$ cat src/rtl/td4_prog_loader_pkg.sv
// Shared types and constants for the TD4 program loader and its RAM.
// Loader states, frame header default and instruction memory geometry.
package td4_pkg;

  typedef enum logic [2:0] {
    S_IDLE,
    S_LEN,
    S_DATA,
    S_SUM,
    S_HOLD,
    S_RUN
  } state_t;

  localparam logic [7:0] HEADER_DEFAULT = 8'hA5;
  localparam int         DEPTH          = 16;
  localparam logic [7:0] NOP            = 8'h00;

  // N is judged on the full byte so that e.g. 8'h21 is not mistaken for a 1.
  function automatic logic len_ok(input logic [7:0] n);
    return (n != 8'd0) && (n <= 8'(DEPTH));
  endfunction

endpackage

$ cat src/rtl/td4_prog_loader_if.sv
// Byte stream into the program loader: valid/ready handshake, one byte per transfer.
interface td4_prog_loader_if;

  logic       ld_valid;
  logic [7:0] ld_data;
  logic       ld_ready;

  modport master (output ld_valid, output ld_data, input ld_ready);
  modport slave  (input ld_valid, input ld_data, output ld_ready);

endinterface

$ cat src/rtl/td4_prog_ram.sv
// 16x8 instruction RAM: one synchronous write port, one asynchronous read port, no reset.
module td4_prog_ram
  import td4_pkg::*;
(
  input  logic       clock,
  input  logic       we,
  input  logic [3:0] waddr,
  input  logic [7:0] wdata,
  input  logic [3:0] raddr,
  output logic [7:0] rdata
);

  logic [7:0] mem [DEPTH];

  always_ff @(posedge clock) begin
    if (we) begin
      mem[waddr] <= wdata;
    end
  end

  assign rdata = mem[raddr];

endmodule

$ cat src/rtl/td4_prog_loader.sv
// Instruction memory plus framed byte-stream loader feeding the TD4 cpu fetch port.
// Frame: HEADER, N, N payload bytes, SUM (payload mod 256); cpu held in reset until a good load.
module td4_prog_loader
  import td4_pkg::*;
#(
  parameter logic [7:0] HEADER   = HEADER_DEFAULT,
  parameter int         HOLD_CYC = 4
) (
  input  logic                clock,
  input  logic                reset,
  input  logic [3:0]          address,
  output logic [7:0]          data,
  td4_prog_loader_if.slave    ld,
  output logic                cpu_reset,
  output logic                loaded,
  output logic                load_err
);

  state_t     state;
  logic [4:0] len;
  logic [4:0] n_len;
  logic [4:0] idx;
  logic [7:0] acc;
  logic [3:0] cnt;
  logic       accept;
  logic       ram_we;
  logic [7:0] ram_rdata;

  assign ld.ld_ready = (state != S_HOLD);
  assign accept      = ld.ld_valid && ld.ld_ready;
  assign ram_we      = accept && (state == S_DATA);

  td4_prog_ram u_ram (
    .clock (clock),
    .we    (ram_we),
    .waddr (idx[3:0]),
    .wdata (ld.ld_data),
    .raddr (address),
    .rdata (ram_rdata)
  );

  // len stays 0 until a frame verifies, so a half-written RAM is never visible.
  assign data = ({1'b0, address} < len) ? ram_rdata : NOP;

  always_ff @(posedge clock) begin
    if (reset) begin
      state     <= S_IDLE;
      len       <= '0;
      n_len     <= '0;
      idx       <= '0;
      acc       <= '0;
      cnt       <= '0;
      cpu_reset <= 1'b1;
      loaded    <= 1'b0;
      load_err  <= 1'b0;
    end else begin
      case (state)
        S_IDLE: begin
          if (accept && ld.ld_data == HEADER) begin
            state    <= S_LEN;
            load_err <= 1'b0;
          end
        end
        S_LEN: begin
          if (accept) begin
            if (len_ok(ld.ld_data)) begin
              state <= S_DATA;
              n_len <= ld.ld_data[4:0];
              idx   <= '0;
              acc   <= '0;
            end else begin
              state    <= S_IDLE;
              load_err <= 1'b1;
              len      <= '0;
            end
          end
        end
        S_DATA: begin
          if (accept) begin
            acc <= acc + ld.ld_data;
            idx <= idx + 5'd1;
            if (idx + 5'd1 == n_len) begin
              state <= S_SUM;
            end
          end
        end
        S_SUM: begin
          if (accept) begin
            if (ld.ld_data == acc) begin
              state <= S_HOLD;
              len   <= n_len;
              cnt   <= 4'(HOLD_CYC);
            end else begin
              state    <= S_IDLE;
              load_err <= 1'b1;
              len      <= '0;
            end
          end
        end
        // Release happens on the edge where the countdown reaches zero.
        S_HOLD: begin
          cnt <= cnt - 4'd1;
          if (cnt == 4'd1) begin
            state     <= S_RUN;
            cpu_reset <= 1'b0;
            loaded    <= 1'b1;
          end
        end
        S_RUN: begin
          if (accept && ld.ld_data == HEADER) begin
            state     <= S_LEN;
            cpu_reset <= 1'b1;
            loaded    <= 1'b0;
            len       <= '0;
            load_err  <= 1'b0;
          end
        end
        default: begin
          state <= S_IDLE;
        end
      endcase
    end
  end

endmodule

$ cat src/flat_wrapper.sv
// flat-port wrapper written by rule: the top's interface ports become plain ports
module td4_prog_loader_flat import td4_pkg::*;
#(
  parameter logic [7:0] HEADER   = HEADER_DEFAULT,
  parameter int         HOLD_CYC = 4
)
  (clock, reset, address, data, cpu_reset, loaded, load_err, ld_ld_valid, ld_ld_data, ld_ld_ready);
  td4_prog_loader_if ld_i ();
  input  logic clock;
  input  logic reset;
  input  logic [3:0] address;
  output logic [7:0] data;
  output logic cpu_reset;
  output logic loaded;
  output logic load_err;
  input wire logic [$bits(ld_i.ld_valid)-1:0] ld_ld_valid;
  input wire logic [$bits(ld_i.ld_data)-1:0] ld_ld_data;
  output wire logic [$bits(ld_i.ld_ready)-1:0] ld_ld_ready;
  assign ld_i.ld_valid = ld_ld_valid;
  assign ld_i.ld_data = ld_ld_data;
  assign ld_ld_ready = ld_i.ld_ready;
  td4_prog_loader #(.HEADER(HEADER), .HOLD_CYC(HOLD_CYC)) u_core (.clock(clock), .reset(reset), .address(address), .data(data), .ld(ld_i), .cpu_reset(cpu_reset), .loaded(loaded), .load_err(load_err));
endmodule
$ cat config.mk
export PLATFORM = sky130hd
export DESIGN_NAME = td4_prog_loader_flat
export DESIGN_NICKNAME = d
export VERILOG_FILES = /design/src/rtl/td4_prog_loader_pkg.sv /design/src/rtl/td4_prog_loader_if.sv /design/src/rtl/td4_prog_ram.sv /design/src/rtl/td4_prog_loader.sv /design/src/flat_wrapper.sv
export SDC_FILE = /design/constraint.sdc
export NUM_CORES = 1
export LEC_CHECK = 0
export ABC_AREA = 1
export BUFFER_PORTS_ARGS = -buffer_cell sky130_fd_sc_hd__buf_4
export CAP_MARGIN = 20
export CORE_MARGIN = 2
export CORE_UTILIZATION = 56
export DETAILED_ROUTE_END_ITERATION = 7
export PLACE_DENSITY = 0.76
export SLEW_MARGIN = 10
export SYNTH_ARGS = -nofsm -noshare
export SYNTH_HDL_FRONTEND = slang
export SYNTH_SLANG_ARGS = --single-unit
$ cat constraint.sdc
create_clock -name clock -period 2 [get_ports clock]
set_input_delay 0.4 -clock clock [delete_from_list [all_inputs] [get_ports clock]]
set_output_delay 0.4 -clock clock [all_outputs]
set_load 0.01 [all_outputs]
==> flow_summary.json, run 1 <==
{
  "grt.met3_usage": 0.0620,
  "place_ws_ns": -0.216,
  "ant_nets": 0,
  "vias": 5556,
  "ys.flop_type": "edfxtp_1",
  "cp-end-kind": "output port",
  "drv_cap": 0,
  "final_hold_viol_count": 0,
  "grt.busiest_layer": "met2",
  "grt_setup_unrepaired": "yes",
  "ios": 27,
  "die_w_um": 118,
  "synth.avg_cell_area_um2": 10.3,
  "mostFrequentLayoutCells": "128 x edfxtp_1, 117 x nand2_1, 91 x nor2_1",
  "crit_buf_inv": 3,
  "clk_root_buffer_cell": "clkbuf_16",
  "initial_utilization": 0.574,
  "hpwl_um": 11600,
  "grt_pass1_wl_um": 28100,
  "leakage_nw": 3.22,
  "clk_path_buf_depth": 2,
  "drt_iter0_drc": 768,
  "row_count": 41,
  "fin_tns_setup_ns": -1.68,
  "syn-instance-count": 702,
  "slew_headroom": 0.728,
  "track_usage": 0.270,
  "cp_max_fo": 8,
  "holdPathStages": 1,
  "layout.nets": 801,
  "reg2regPathDepth": 12,
  "critPathKind": "reg -> out",
  "status": "finished with violations",
  "hp-start": "ld_ld_data[6]",
  "wire_per_inst_um": 18.9,
  "fin_ws_ns": -0.228,
  "gp_congestion": 0.891,
  "hold_path.class": "in -> reg",
  "avgViaCountPerCell": 5.82,
  "crit_family": "flip-flops",
  "rrSetupSlack_ns": 0.13,
  "seq_area_um2": 4510,
  "cts_max_level": 4,
  "cp.required_ns": 1.60,
  "coreArea_um2": 12600,
  "numCtsBuffers": 17,
  "fin_crit_sh": 1.11,
  "clkSinkCount": 161,
  "synth_edf_count": 128,
  "met2_usage": 0.427,
  "num_antenna_cells": 0,
  "min_to": "u_core.u_ram.mem[7][6]$_DFFE_PP_",
  "fp.dieH_um": 118,
  "clock_latency_ns": 0.43,
  "synth_fp_nets": 734,
  "overflow": 0,
  "ys_async_sr_fraction": 0,
  "route.detailed.drc": 0,
  "clkSlewWorstSetupHoldPaths_ns": 0.06,
  "worstPathCellList": "inv_4, ha_4, inv_2, o21bai_4, a21oi_4, nor2_4, nor2_1, buf_4",
  "first_pass_iters": 6,
  "cp_data_arrival_time_ns": 1.83,
  "crit_slowest_cell": "dfxtp_4",
  "syn2layout_area_growth_pct": 19.4,
  "port_buffers": 26,
  "r2r-end": "u_core.state[2]$_SDFFE_PP0P_",
  "multiInputGateArea_um2": 2520,
  "yosysSeqAreaShare": 0.622,
  "die-area_um2": 13900,
  "wl_um": 18100,
  "ir_worst_vdd_v": 0.000508,
  "drive_above_1_share": 0.197,
  "reg2reg_from": "u_core.idx[0]$_SDFFE_PP0P_",
  "cts_tree": "built",
  "fmax_ghz": 0.449,
  "finalSetupViolCount": 8,
  "p_per_area_nw_per_um2": 1010,
  "worst_pin_slew_ns": 0.408,
  "ys_ff_latch": 161,
  "n_fill_cell": 912,
  "start_kind": "flop",
  "final_common_cell": "edfxtp_1",
  "mappedNetlistArea_um2": 7240,
  "antenna_found_initial": 0,
  "grt_pass1_vias": 5302,
  "ys_warn_count": 0,
  "critPathMaxStageDelay_ns": 0.36,
  "drv_slew": 0,
  "finalCriticalPeriod_ns": 2.23,
  "use_met1": 0.355,
  "ys_types": 39,
  "skew_ns": 0.00636,
  "grt_max_degree": 31,
  "violations": "negative setup slack"
}
state kept, by name, indices dropped and copies added (netlist names):
name,cells
u_core.state,3
u_core.cnt,4
u_core.loaded,1
u_core.u_ram.mem,128
u_core.load_err,1
u_core.cpu_reset,1
u_core.len,5
u_core.acc,8
u_core.idx,5
u_core.n_len,5
cells in the mapped netlist, drive strengths merged (6+ instances only):
master | instances | area share
inv | 47 | 0.025
clkbuf | 15 | 0.0078
dfxtp | 33 | 0.091
a221oi | 7 | 0.0085
o21ai | 72 | 0.051
ha | 16 | 0.028
o22ai | 15 | 0.013
buf | 12 | 0.0092
a21oi | 63 | 0.044
nand2 | 126 | 0.071
nand3 | 29 | 0.022
nor2 | 104 | 0.061
edfxtp | 128 | 0.53
a22o | 7 | 0.0085
nand4 | 6 | 0.0052
power breakdown:
part	internal [mW]	switching, mW
Clock	1.64	1.35
Sequential	3.77	0.125
Combinational	0.728	1.09
Total	6.13	2.56
through the flow:
step | util | power (mW) | instances | area, um^2 | hold WS, ns
detailed placement | 0.632 | 5.59 | 921 | 7980 | 0.460
floorplan | - | 5.02 | 702 | 7240 | 0.443
global placement | 0.632 | 5.54 | 921 | 7980 | 0.447
CTS | 0.680 | 8.63 | 954 | 8580 | 0.243
global route | 0.685 | 9.07 | 954 | 8640 | 0.249
finish | 0.685 | 8.69 | 954 | 8640 | 0.263
repair_timing:
action | in CTS | in global routing
setup endpoints to repair | 8 | 11
setup buffers | 1 | 0
pin swaps | 10 | 8
gates resized for setup | 11 | 19
hold buffers | 0 | 0
cell type report:
class / count / share of cell area
Clock inverter: 13 / 0.0125
Clock buffer: 19 / 0.0513
Multi-Input combinational cell: 467 / 0.292
Timing Repair Buffer: 75 / 0.0766
Inverter: 47 / 0.0210
Sequential cell: 161 / 0.522
Tap cell: 172 / 0.0249
kinds of logic (layout without fill, tap and decap cells):
| group | count (synthesis) | count (layout) | share of synthesized area |
|---|---|---|---|
| xor gates and xnor gates | 5 | 5 | 0.00605 |
| adders and majority gates | 17 | 17 | 0.0304 |
| buffers and inverters | 74 | 154 | 0.0417 |
| and+or+nand+nor | 272 | 272 | 0.165 |
| DFF | 161 | 161 | 0.622 |
| AOI/OAI and AO/OA | 173 | 173 | 0.134 |
worst max-delay path by stage:
| stage | from | endpoint | slack [ns] | cells after the start |
|---|---|---|---|---|
| floorplan | u_core.state[2]$_SDFFE_PP0P_ | u_core.u_ram.mem[11][0]$_DFFE_PP_ | 0.13 | 5 |
| global placement | address[1] | data[4] | -0.17 | 8 |
| detailed placement | address[1] | data[7] | -0.22 | 8 |
| CTS | u_core.len[1]$_SDFFE_PP0P_ | data[7] | -0.26 | 8 |
| global route | u_core.len[2]$_SDFFE_PP0P_ | data[4] | -0.30 | 8 |
| finish | u_core.len[2]$_SDFFE_PP0P_ | data[4] | -0.23 | 8 |
routing by layer:
metal | wire length [um] | part of all wire | vias up
met5 | 0 | 0 | -
met2 | 8620 | 0.48 | 294
met4 | 603 | 0.033 | 0
met3 | 1560 | 0.086 | 49
li1 | - | - | 2601
met1 | 7280 | 0.40 | 2612
worst reg2reg max path, stage by stage (launching register included):
cell     delay, ns
dfxtp_2       0.39
inv_1         0.11
ha_1          0.35
inv_1         0.06
nand2_1       0.05
nand2_1       0.06
nand2_1       0.05
nor2_1        0.10
nand3_1       0.14
o21ai_4       0.21
nand3_1       0.11
nand2_1       0.09
nor2_1        0.04
Note: power is estimated with default switching activity, not from simulation.
==> run 2: changes to the inputs <==
--- a/config.mk
+++ b/config.mk
@@ -12,6 +12,7 @@
 export CORE_UTILIZATION = 56
 export DETAILED_ROUTE_END_ITERATION = 7
 export PLACE_DENSITY = 0.76
+export SETUP_SLACK_MARGIN = 0.3
 export SLEW_MARGIN = 10
 export SYNTH_ARGS = -nofsm -noshare
 export SYNTH_HDL_FRONTEND = slang
==> flow_summary.json, run 2 (synthesized netlist as in run 1, its figures left out) <==
{
  "rrSetupSlack_ns": 0.27,
  "overflow": 0,
  "reg2regPathDepth": 10,
  "fin_cells": 965,
  "hpwl_um": 12000,
  "cp_data_arrival_time_ns": 1.82,
  "layout.nets": 812,
  "cp-endpoint": "data[7]",
  "track_usage": 0.263,
  "fin_ws_ns": -0.217,
  "fin_tns_setup_ns": -1.63,
  "clkSlewWorstSetupHoldPaths_ns": 0.06,
  "cp-end-kind": "output port",
  "skew_ns": 0.00824,
  "start_kind": "primary input",
  "clk_path_buf_depth": 2,
  "grt_setup_unrepaired": "yes",
  "clk_root_buffer_cell": "clkbuf_16",
  "first_pass_iters": 5,
  "drive_above_1_share": 0.240,
  "ios": 27,
  "critPathKind": "in -> out",
  "final_common_cell": "edfxtp_1",
  "initial_utilization": 0.574,
  "place_ws_ns": -0.203,
  "drv_cap": 0,
  "fin_crit_sh": 1.11,
  "cts_tree": "built",
  "post-route-cell-area_um2": 8880,
  "fp.dieH_um": 118,
  "largestRegisters": "u_core.u_ram.mem: 128 flops, u_core.acc: 8 flops",
  "clock_latency_ns": 0.43,
  "status": "finished with violations",
  "wire_per_inst_um": 19.3,
  "cp.required_ns": 1.60,
  "violations": "negative setup slack",
  "dp.cells": 922,
  "r2r-end": "u_core.state[2]$_SDFFE_PP0P_",
  "gp_congestion": 0.897,
  "hold_path.class": "in -> reg",
  "final_hold_viol_count": 0,
  "regMostFlops": "u_core.u_ram.mem",
  "cp_max_fo": 19,
  "worst_pin_slew_ns": 0.546,
  "holdPathStages": 1,
  "die-area_um2": 13900,
  "coreArea_um2": 12600,
  "fmax_ghz": 0.451,
  "cts_max_level": 4,
  "largest_reg_flops": 128,
  "holdBufCountCts": 0,
  "grt_pass1_vias": 5395,
  "vias": 5693,
  "num_antenna_cells": 0,
  "grt_max_degree": 32,
  "ant_nets": 0,
  "finalPower_mw": 8.86,
  "row_count": 41,
  "syn2layout_area_growth_pct": 22.7,
  "route.detailed.drc": 0,
  "port_buffers": 26,
  "dpl_cell_area_um2": 7960,
  "numCtsBuffers": 17,
  "mostFrequentLayoutCells": "128 x edfxtp_1, 114 x nand2_1, 89 x nor2_1",
  "drt_iter0_drc": 753,
  "whs_ns": 0.215,
  "cp-startpoint": "address[0]",
  "avgViaCountPerCell": 5.90,
  "clkSinkCount": 161,
  "p_per_area_nw_per_um2": 998,
  "reg2reg_from": "u_core.idx[0]$_SDFFE_PP0P_",
  "die_w_um": 118,
  "ir_worst_vdd_v": 0.000584,
  "wl_um": 18600,
  "grt_pass1_wl_um": 27800,
  "leakage_nw": 3.30,
  "utilization": 0.704,
  "finalSetupViolCount": 8,
  "finalCriticalPeriod_ns": 2.22,
  "antenna_found_initial": 0,
  "n_fill_cell": 873,
  "slew_headroom": 0.636,
  "drv_slew": 0
}
-- run 2: changes by cell type in the layout (fill, tap and decap cells not counted), moves of 4 or more --
cell | before | now
buf_4 | 65 | 75
clkinv_2 | 0 | 4
dfxtp_1 | 29 | 24
nor2_4 | 5 | 10
inv_1 | 39 | 34
clkinv_4 | 5 | 0
ha_4 | 2 | 8
ha_1 | 14 | 8
-- run 2: layout make-up --
cell class / instances / area, um^2 / area share
sequential: 161 / 4520 / 0.509
clock inverter: 10 / 87.6 / 0.00986
tap: 172 / 215 / 0.0242
multi-input combinational: 467 / 2660 / 0.299
inverter: 47 / 193 / 0.0217
timing repair buffer: 86 / 739 / 0.0833
clock buffer: 22 / 464 / 0.0523
-- run 2: worst min-delay path by stage --
| stage | from | endpoint | slack, ns |
|---|---|---|---|
| after global placement | u_core.cpu_reset$_SDFFE_PP1P_ | u_core.cpu_reset$_SDFFE_PP1P_ | 0.45 |
| after floorplan | u_core.acc[5]$_SDFFE_PP0P_ | u_core.acc[5]$_SDFFE_PP0P_ | 0.44 |
| after CTS | ld_ld_data[4] | u_core.u_ram.mem[9][4]$_DFFE_PP_ | 0.20 |
| after detailed placement | u_core.cpu_reset$_SDFFE_PP1P_ | u_core.cpu_reset$_SDFFE_PP1P_ | 0.46 |
| final | ld_ld_data[4] | u_core.u_ram.mem[9][4]$_DFFE_PP_ | 0.22 |
| after global routing | ld_ld_data[4] | u_core.u_ram.mem[9][4]$_DFFE_PP_ | 0.21 |
-- run 2: worst max-delay path, cell delays in order --
cell,delay [ns]
buf_4,0.13
inv_2,0.08
buf_4,0.22
o21ai_0,0.11
o22ai_1,0.30
nand2_1,0.09
nand3_1,0.09
o21ai_0,0.12
nor2_1,0.14
buf_4,0.13
-- run 2: per-layer routing --
layer | GRT usage | vias up | part of all wire
li1 | - | 2629 | -
met1 | 0.327 | 2762 | 0.40
met2 | 0.442 | 239 | 0.50
met3 | 0.0644 | 63 | 0.063
met4 | 0.108 | 0 | 0.035
met5 | 0 | - | 0
-- run 2: where the power goes --
part           internal (mW)  switching, mW  leakage (nW)  total (mW)
registers               3.77          0.132          1.42        3.91
clock network           1.76           1.25         0.258        3.02
logic                  0.799           1.14          1.62        1.94
-- run 2: repair_timing --
action | 4_1_cts | 5_1_grt
endpoints found under the setup margin | 141 | 97
pin swaps | 13 | 21
buffers inserted | 1 | 10
gates resized for setup | 24 | 42
